===== src/rtl/seg_scan_driver.sv =====
// seg_scan_driver
//   Time-multiplexed two-digit seven-segment driver. It registers the two
//   result nibbles, lights one digit per refresh slot and puts the
//   registered hex decode of that digit's nibble on the segment lines.
//
//   Ports:
//     clock        system clock, all state on the rising edge
//     reset        asynchronous, active-high reset
//     left_value   left digit nibble (from qout_left)
//     right_value  right digit nibble (from qout_right)
//     blank        1 = both digits dark; the scan keeps running
//     seg          segments {g,f,e,d,c,b,a}, polarity set by COMMON_ANODE
//     an           digit enables, an[0] = right digit, an[1] = left digit
//
//   Parameters:
//     REFRESH_DIV   cycles each digit stays lit (2..65535)
//     COMMON_ANODE  1 = seg/an active-low, 0 = active-high
//     BLINK_LEN     blink window length in cycles (blink build only)
//     BLINK_HALF    blink half-period in cycles (blink build only)
//
//   Optional feature macro: SEG_SCAN_BLINK_ON_CHANGE_EN
//     When defined, a digit whose sampled value changes blinks its enable
//     for BLINK_LEN cycles.
module seg_scan_driver #(
    parameter int unsigned REFRESH_DIV  = 16,
    parameter int unsigned COMMON_ANODE = 1,
    parameter int unsigned BLINK_LEN    = 64,
    parameter int unsigned BLINK_HALF   = 8
) (
    input  logic       clock,
    input  logic       reset,
    input  logic [3:0] left_value,
    input  logic [3:0] right_value,
    input  logic       blank,
    output logic [6:0] seg,
    output logic [1:0] an
);

    localparam int unsigned CW  = $clog2(REFRESH_DIV);
    localparam bit          INV = (COMMON_ANODE != 0);

    if (REFRESH_DIV < 2 || REFRESH_DIV > 65535 || BLINK_HALF == 0 ||
        BLINK_HALF > BLINK_LEN) begin : g_bad_param
        $error("seg_scan_driver: illegal parameter combination");
    end

    typedef enum logic {
        DIGIT_RIGHT = 1'b0,
        DIGIT_LEFT  = 1'b1
    } digit_t;

    digit_t          digit, digit_next;
    logic [CW-1:0]   refresh_cnt;
    logic            wrap;
    logic [3:0]      left_s, right_s;
    logic [3:0]      nibble;
    logic [6:0]      seg_hi, seg_d;
    logic [1:0]      an_hi, an_d;
    logic            blink_off_l, blink_off_r;

    assign wrap = (refresh_cnt == CW'(REFRESH_DIV - 1));

    // Refresh counter, digit state and input samples.
    always_ff @(posedge clock or posedge reset) begin
        if (reset) begin
            refresh_cnt <= '0;
            digit       <= DIGIT_RIGHT;
            left_s      <= '0;
            right_s     <= '0;
        end else begin
            refresh_cnt <= wrap ? '0 : refresh_cnt + CW'(1);
            digit       <= digit_next;
            left_s      <= left_value;
            right_s     <= right_value;
        end
    end

    always_comb begin
        digit_next = digit;
        if (wrap) begin
            digit_next = (digit == DIGIT_RIGHT) ? DIGIT_LEFT : DIGIT_RIGHT;
        end
    end

`ifdef SEG_SCAN_BLINK_ON_CHANGE_EN
    localparam int unsigned BW = $clog2(BLINK_LEN + 1);

    logic [BW-1:0] blink_l, blink_r;
    logic [BW-1:0] phase_l, phase_r;

    // A change is detected against the sample register, so the window
    // starts on the same edge that captures the new value.
    always_ff @(posedge clock or posedge reset) begin
        if (reset) begin
            blink_l <= '0;
            blink_r <= '0;
        end else begin
            if (left_value != left_s)      blink_l <= BW'(BLINK_LEN);
            else if (blink_l != '0)        blink_l <= blink_l - BW'(1);
            if (right_value != right_s)    blink_r <= BW'(BLINK_LEN);
            else if (blink_r != '0)        blink_r <= blink_r - BW'(1);
        end
    end

    assign phase_l     = blink_l / BW'(BLINK_HALF);
    assign phase_r     = blink_r / BW'(BLINK_HALF);
    assign blink_off_l = (blink_l != '0) && phase_l[0];
    assign blink_off_r = (blink_r != '0) && phase_r[0];
`else
    assign blink_off_l = 1'b0;
    assign blink_off_r = 1'b0;
`endif

    // Output decode in active-high form; polarity applied last.
    always_comb begin
        nibble = (digit == DIGIT_LEFT) ? left_s : right_s;
        case (nibble)
            4'h0: seg_hi = 7'h3F;
            4'h1: seg_hi = 7'h06;
            4'h2: seg_hi = 7'h5B;
            4'h3: seg_hi = 7'h4F;
            4'h4: seg_hi = 7'h66;
            4'h5: seg_hi = 7'h6D;
            4'h6: seg_hi = 7'h7D;
            4'h7: seg_hi = 7'h07;
            4'h8: seg_hi = 7'h7F;
            4'h9: seg_hi = 7'h6F;
            4'hA: seg_hi = 7'h77;
            4'hB: seg_hi = 7'h7C;
            4'hC: seg_hi = 7'h39;
            4'hD: seg_hi = 7'h5E;
            4'hE: seg_hi = 7'h79;
            default: seg_hi = 7'h71;
        endcase

        if (digit == DIGIT_LEFT) begin
            an_hi = blink_off_l ? 2'b00 : 2'b10;
        end else begin
            an_hi = blink_off_r ? 2'b00 : 2'b01;
        end

        // blank goes straight into the output register: one cycle of lag.
        if (blank) begin
            an_hi  = '0;
            seg_hi = '0;
        end

        seg_d = INV ? ~seg_hi : seg_hi;
        an_d  = INV ? ~an_hi  : an_hi;
    end

    always_ff @(posedge clock or posedge reset) begin
        if (reset) begin
            seg <= INV ? '1 : '0;
            an  <= INV ? '1 : '0;
        end else begin
            seg <= seg_d;
            an  <= an_d;
        end
    end

endmodule


===== config.mk =====
export PLATFORM = sky130hd
export DESIGN_NAME = seg_scan_driver
export DESIGN_NICKNAME = d
export VERILOG_FILES = /design/src/rtl/seg_scan_driver.sv
export SDC_FILE = /design/constraint.sdc
export NUM_CORES = 1
export LEC_CHECK = 0
export BUFFER_PORTS_ARGS = -buffer_cell sky130_fd_sc_hd__buf_2
export CAP_MARGIN = 10
export CORE_MARGIN = 2
export CORE_UTILIZATION = 55
export DETAILED_ROUTE_END_ITERATION = 7
export GPL_ROUTABILITY_DRIVEN = 0
export PLACE_DENSITY = 0.8
export REMOVE_ABC_BUFFERS = 1
export SLEW_MARGIN = 20
export SYNTH_ARGS = -nofsm -noshare
export SYNTH_HDL_FRONTEND = slang
export SYNTH_SLANG_ARGS = --single-unit

===== constraint.sdc =====
create_clock -name clock -period 3.3 [get_ports clock]
set_input_delay 0.825 -clock clock [delete_from_list [all_inputs] [get_ports clock]]
set_output_delay 0.825 -clock clock [all_outputs]
set_load 0.1 [all_outputs]

==> metrics.yaml, run 1 <==
clock_network:
  ctsResizeCount: 0
  root_buffer: "clkbuf_4"
  cts_made_buffers: 3
  hold_buffers: 0
  post_cts_buffers: 0
  cts_sinks: 22
  cts_tree: "built"
  clkSlewWorstSetupHoldPaths_ns: 0.13
  htreeDepth: 1
  insertion_delay_ns: 0.32
  clk_path_buf_depth: 2
pwr:
  sequentialPowerShare_pct: 47.7
  intPower_mw: 0.4355
  pwr_density_cell_mw_per_mm2: 535.1
  pwr-share-comb_pct: 18.4
  p_leak_nw: 0.5289
  switching_share_pct: 28.76
  p_clk_share_pct: 33.9
  p_switching_mw: 0.1758
  irDropWorstVdd_uv: 313.5
critical_path:
  path_depth: 5
  max_stage_delay_ns: 0.61
  arrival_ns: 2.52
  ff2ff_path_depth: 5
  critPathKind: "register to register"
  reg2reg_slack_ns: 1.03
  worstPathMaxFanout: 8
  path_delay_family: "multiplexers"
  timing.critical_path.buf_inv: 1
  crit_chain: "mux2i_1 > inv_1 > ha_1 > mux4_2 > or2_1"
  worstPathRequired_ns: 3.55
  crit_path_top_delay_cell: "dfrtp_1"
  end_kind: "register"
  cp-start-kind: "register"
floorplanning:
  die-width_um: 46.58
  initial_core_util_pct: 58.39
  die_area_mm2: 0.002170
  die_y_um: 46.58
  core_area_mm2: 0.001708
  placementRows: 15
  ios: 20
yosys:
  synth_top_area_cell: "dfrtp_1"
  netlist_area_um2: 997.2
  synth-seq-area-share_pct: 56.34
  synth_area_leaders: "dfrtp_1 33%, dfstp_2 24%, ha_1 8.8%"
  synth_cells: 75
  synth_top_cell_area_share_pct: 32.62
  ys_warn_count: 0
  syn_avg_cell_area_um2: 13.30
  synth.distinct_cells: 27
  synth_seq_cells: 22
layout:
  final_cell_mix: "19 x buf_2, 13 x dfrtp_1, 9 x dfstp_2"
  fillCellCount: 133
  nets: 113
  final_common_cell: "buf_2"
  antenna_cells: 0
  area_growth_pct: 14.56
  layout-drive-gt1-share_pct: 41.49
placed_design:
  hpwlAfterDp_mm: 1.174
  portBuffers: 19
sta:
  fin_crit_sh_pct: 68.92
  finClkSkew_ns: 0.01351
  worst_slew_pin_slew_ns: 0.7627
  hold_viol: 0
  relSlewSlack_pct: 48.15
  hold-worst-slack_ns: 0.5418
  fin_setup_tns_ns: 0
  rsz0062_at_grt: "false"
  fin_crit_ns: 2.274
  max_freq_mhz: 439.7
  drv_slew: 0
  finalSetupViolCount: 0
run:
  cap_violations: 0
hold_path:
  holdPathStages: 1
  worstHoldPathType: "register to register"
global_route:
  grt_max_degree: 23
  grt_overflow: 0
  grt_pass1_vias: 626
  grt_pass1_wl_mm: 2.746
  grt_antenna_before_repair: 0
  grt_use_total_pct: 18.95
detailed_routing:
  drt-wirelength-per-cell_um: 13.50
  final_antenna_net_count: 0
  wirelength_mm: 1.607
  drc_errors: 0
  via_per_inst: 5.319
  firstDrtPassIters: 4
  drtIter0Drc: 14
  vias: 633
run_status:
  outcome: "complete, no violations"
cell families after synthesis:
kind of cell    Yosys count  synth area share (%)
compound gates           14                 8.657
xor+xnor                  3                 2.635
fa+ha+maj                 7                 8.783
buf+inv                  10                 5.646
flops                    22                 56.34
mux                      10                 12.67
simple gates              9                 5.272
cells in the mapped netlist:
| library cell | instances |
|---|---|
| a211oi_1 | 1 |
| a21oi_1 | 1 |
| a221o_1 | 1 |
| a31oi_1 | 5 |
| buf_4 | 1 |
| buf_6 | 2 |
| clkbuf_1 | 1 |
| dfrtp_1 | 13 |
| dfstp_2 | 9 |
| ha_1 | 7 |
| inv_1 | 6 |
| mux2_2 | 2 |
| mux2i_1 | 4 |
| mux2i_2 | 3 |
| mux4_2 | 1 |
| nand3_1 | 2 |
| nor2_1 | 2 |
| nor4_1 | 1 |
| nor4b_1 | 1 |
| o21ai_0 | 2 |
| o21ai_1 | 3 |
| o31ai_1 | 1 |
| or2_1 | 1 |
| or2_2 | 1 |
| or2b_1 | 1 |
| xnor2_1 | 2 |
| xor2_1 | 1 |
power groups by stage:
stage | clock network (mW) | logic, mW | registers (mW)
floorplan | 0 | 0.0315 | 0.357
global placement | 0 | 0.110 | 0.296
detailed placement | 0 | 0.112 | 0.297
CTS | 0.207 | 0.113 | 0.292
global route | 0.222 | 0.120 | 0.294
finish | 0.207 | 0.112 | 0.292
per-stage QoR:
stage / power, mW / setup WS, ns / instances / utilization [%] / cell area (µm²)
after CTS: 0.6121 / 1.036 / 119 / 66.89 / 1142
after global routing: 0.6354 / 0.8766 / 119 / 66.89 / 1142
after global placement: 0.4062 / 1.204 / 115 / 63.81 / 1090
after detailed placement: 0.4090 / 1.063 / 115 / 63.81 / 1090
after floorplan: 0.3889 / 1.296 / 71 / - / 963.4
final: 0.6113 / 1.026 / 119 / 66.89 / 1142
path summary, 6_finish.rpt:
kind,from,to
min in group asynchronous,reset,left_s[3]
setup reg to reg,digit,seg[3]
hold reg to reg,refresh_cnt[0],refresh_cnt[0]
setup / recovery,digit,seg[3]
max in group asynchronous,reset,left_s[0]
hold / removal,refresh_cnt[0],refresh_cnt[0]
metal layers:
layer | share of wire (%) | global-route usage, % | up-vias
met5 | 0 | 0 | -
met4 | 1.2 | 10.29 | 0
met3 | 4.5 | 3.529 | 2
met2 | 53 | 33.06 | 20
met1 | 41 | 21.59 | 312
li1 | - | - | 299
registers in the layout, summed over array words and instances (netlist names):
register and count:
an 2, digit 1, left_s 4, refresh_cnt 4
right_s 4, seg 7
area by class of cell:
class                      instances  area, µm²  share of cell area, %
tap                               25      31.28                  2.738
inverter                           6      22.52                  1.972
clock inverter                     1      30.03                  2.629
clock buffer                       3      22.52                  1.972
sequential                        22      561.8                  49.18
timing repair buffer              19      95.09                  8.324
multi-input combinational         43      379.1                  33.19
(Power assumes the default switching activity.)
==> inputs of run 2 (changes only) <==
--- a/config.mk
+++ b/config.mk
@@ -8,10 +8,10 @@
 export BUFFER_PORTS_ARGS = -buffer_cell sky130_fd_sc_hd__buf_2
 export CAP_MARGIN = 10
 export CORE_MARGIN = 2
-export CORE_UTILIZATION = 55
+export CORE_UTILIZATION = 47
 export DETAILED_ROUTE_END_ITERATION = 7
 export GPL_ROUTABILITY_DRIVEN = 0
-export PLACE_DENSITY = 0.8
+export PLACE_DENSITY = 0.73
 export REMOVE_ABC_BUFFERS = 1
 export SLEW_MARGIN = 20
 export SYNTH_ARGS = -nofsm -noshare
==> constraint.sdc (replaced) <==
create_clock -name clock -period 1.9 [get_ports clock]
set_input_delay 0.475 -clock clock [delete_from_list [all_inputs] [get_ports clock]]
set_output_delay 0.475 -clock clock [all_outputs]
set_load 0.1 [all_outputs]
==> metrics.yaml, run 2 (same netlist as run 1, synthesis figures left out) <==
critical_path:
  critPathLaunch: "digit"  # unchanged
  ff2ff_path_depth: 6  # was 5
  end_kind: "register"  # unchanged
  reg2reg_slack_ns: 0.09  # was 1.03 ns
  crit_path_top_delay_cell: "dfrtp_2"  # was dfrtp_1
  max_stage_delay_ns: 0.46  # was 0.61 ns
  crit_chain: "mux2i_1 > buf_4 > ha_1 > inv_1 > mux4_2 > or2_1"  # was mux2i_1 > inv_1 > ha_1 > mux4_2 > or2_1
  timing.rr.end: "seg[3]"  # unchanged
  arrival_ns: 2.05  # was 2.52 ns
  worstPathMaxFanout: 5  # was 8
  cp-start-kind: "register"  # unchanged
  critPathKind: "register to register"  # unchanged
  worstPathRequired_ns: 2.14  # was 3.55 ns
  timing.rr.start: "digit"  # unchanged
layout:
  layout.cells.non_filler: 128  # was 119
  fillCellCount: 156  # was 133
  antenna_cells: 0  # unchanged
  final_cell_mix: "19 x buf_2, 12 x dfrtp_1, 9 x dfstp_2"  # was 19 x buf_2, 13 x dfrtp_1, 9 x dfstp_2
  largest-register: "seg"  # unchanged
  final_common_cell: "buf_2"  # unchanged
  register_area_um2: 563.0  # was 561.8 µm²
  multi_input_area_um2: 387.9  # was 379.1 µm²
  largest_reg_flops: 7  # unchanged
  layout-drive-gt1-share_pct: 46.53  # was 41.49%
  area_growth_pct: 19.45  # was 14.56%
  nets: 120  # was 113
detailed_routing:
  wirelength_mm: 1.456  # was 1.607 mm
  wl_met1_um: 620  # was 666 µm
  final_antenna_net_count: 0  # unchanged
  vias: 644  # was 633
  dr_wl_met2_um: 746  # was 848 µm
  drc_errors: 0  # unchanged
  wl_met3_um: 73  # was 72 µm
  firstDrtPassIters: 4  # unchanged
  drtIter0Drc: 10  # was 14
  via_per_inst: 5.031  # was 5.319
  drt-wirelength-per-cell_um: 11.38  # was 13.50 µm
  highest_layer: "met4"  # unchanged
pwr:
  p_leak_nw: 0.5568  # was 0.5289 nW
  pwr_density_cell_mw_per_mm2: 802.1  # was 535.1 mW/mm²
  switching_share_pct: 30.08  # was 28.76%
  sequentialPowerShare_pct: 53.0  # was 47.7%
  irDropWorstVdd_uv: 562.4  # was 313.5 µV
  intPower_mw: 0.6680  # was 0.4355 mW
  p_clk_share_pct: 25.7  # was 33.9%
  p_switching_mw: 0.2874  # was 0.1758 mW
  pwr-share-comb_pct: 21.3  # was 18.4%
clock_network:
  cts_sinks: 22  # unchanged
  cts_made_buffers: 3  # unchanged
  cts_tree: "built"  # unchanged
  htreeDepth: 1  # unchanged
  insertion_delay_ns: 0.30  # was 0.32 ns
  clk_path_buf_depth: 2  # unchanged
  root_buffer: "clkbuf_4"  # unchanged
  clkSlewWorstSetupHoldPaths_ns: 0.11  # was 0.13 ns
  ctsResizeCount: 0  # unchanged
  post_cts_buffers: 0  # unchanged
  hold_buffers: 0  # unchanged
sta:
  hold-worst-slack_ns: 0.1815  # was 0.5418 ns
  hold_viol: 0  # unchanged
  relSlewSlack_pct: 65.79  # was 48.15%
  fin_crit_ns: 1.806  # was 2.274 ns
  worst_slew_pin_slew_ns: 0.5127  # was 0.7627 ns
  max_freq_mhz: 553.8  # was 439.7 MHz
  finalSetupViolCount: 0  # unchanged
  finClkSkew_ns: 0.006846  # was 0.01351 ns
  rsz0062_at_grt: "false"  # unchanged
  drv_slew: 0  # unchanged
  fin_crit_sh_pct: 95.03  # was 68.92%
floorplanning:
  core_area_mm2: 0.001982  # was 0.001708 mm²
  die-width_um: 50.06  # was 46.58 µm
  placementRows: 16  # was 15
  initial_core_util_pct: 50.32  # was 58.39%
  die_area_mm2: 0.002506  # was 0.002170 mm²
  ios: 20  # unchanged
  die_y_um: 50.06  # was 46.58 µm
global_route:
  grt_overflow: 0  # unchanged
  grt_max_degree: 16  # was 23
  grt_pass1_vias: 646  # was 626
  grt_pass1_wl_mm: 2.615  # was 2.746 mm
  grt_use_total_pct: 13.58  # was 18.95%
  grt_antenna_before_repair: 0  # unchanged
placed_design:
  portBuffers: 19  # unchanged
  hpwlAfterDp_mm: 1.172  # was 1.174 mm
  dpl.cell_count: 124  # was 115
run:
  cap_violations: 0  # unchanged
hold_path:
  worstHoldPathType: "input pin to asynchronous set/reset pin"  # was register to register
run_status:
  outcome: "complete, no violations"  # unchanged
-- run 2: worst max path at each step --
stage	endpoint	slack (ns)	cells after the start
detailed placement	seg[3]	0.04	5
global placement	seg[3]	0.11	5
global route	seg[3]	0.01	5
floorplan	seg[3]	-0.10	5
CTS	seg[3]	0.03	5
finish	seg[3]	0.09	6
-- run 2: routing by layer --
layer | vias up | GRT usage (%)
met5 | - | 0
met4 | 0 | 5.556
met3 | 4 | 2.727
met2 | 21 | 24.12
met1 | 308 | 15.74
li1 | 311 | -
-- run 2: power groups by stage --
stage | clock network (mW) | registers [mW] | logic (mW)
floorplan | 0 | 0.621 | 0.0547
global placement | 0 | 0.515 | 0.201
detailed placement | 0 | 0.515 | 0.204
CTS | 0.255 | 0.507 | 0.204
global route | 0.284 | 0.509 | 0.217
finish | 0.245 | 0.507 | 0.203
-- run 2: worst max-delay path, delay by kind of cell, from the launching register on --
| family | cells | cell delay [ns] |
|---|---|---|
| adders and majority gates | 1 | 0.29 |
| and+or+nand+nor | 1 | 0.21 |
| DFF | 1 | 0.46 |
| muxes | 2 | 0.58 |
| buffers and inverters | 2 | 0.21 |
-- run 2: layout make-up --
| cell class | count | share of cell area (%) |
|---|---|---|
| multi-input combinational | 43 | 32.56 |
| tap | 27 | 2.836 |
| clock buffer | 4 | 3.046 |
| sequential | 22 | 47.27 |
| inverter | 6 | 1.891 |
| timing repair buffer | 26 | 12.40 |
-- run 2: stage by stage --
stage	setup slack (ns)	power (mW)	util [%]	instance area (µm²)	TNS, ns
after CTS	0.03169	0.9663	59.60	1181	0
after global placement	0.1124	0.7151	57.77	1145	0
after floorplan	-0.1039	0.6755	-	963.4	-0.1039
after global routing	0.01300	1.009	60.10	1191	0
final	0.09441	0.9554	60.10	1191	0
after detailed placement	0.03821	0.7192	57.77	1145	0
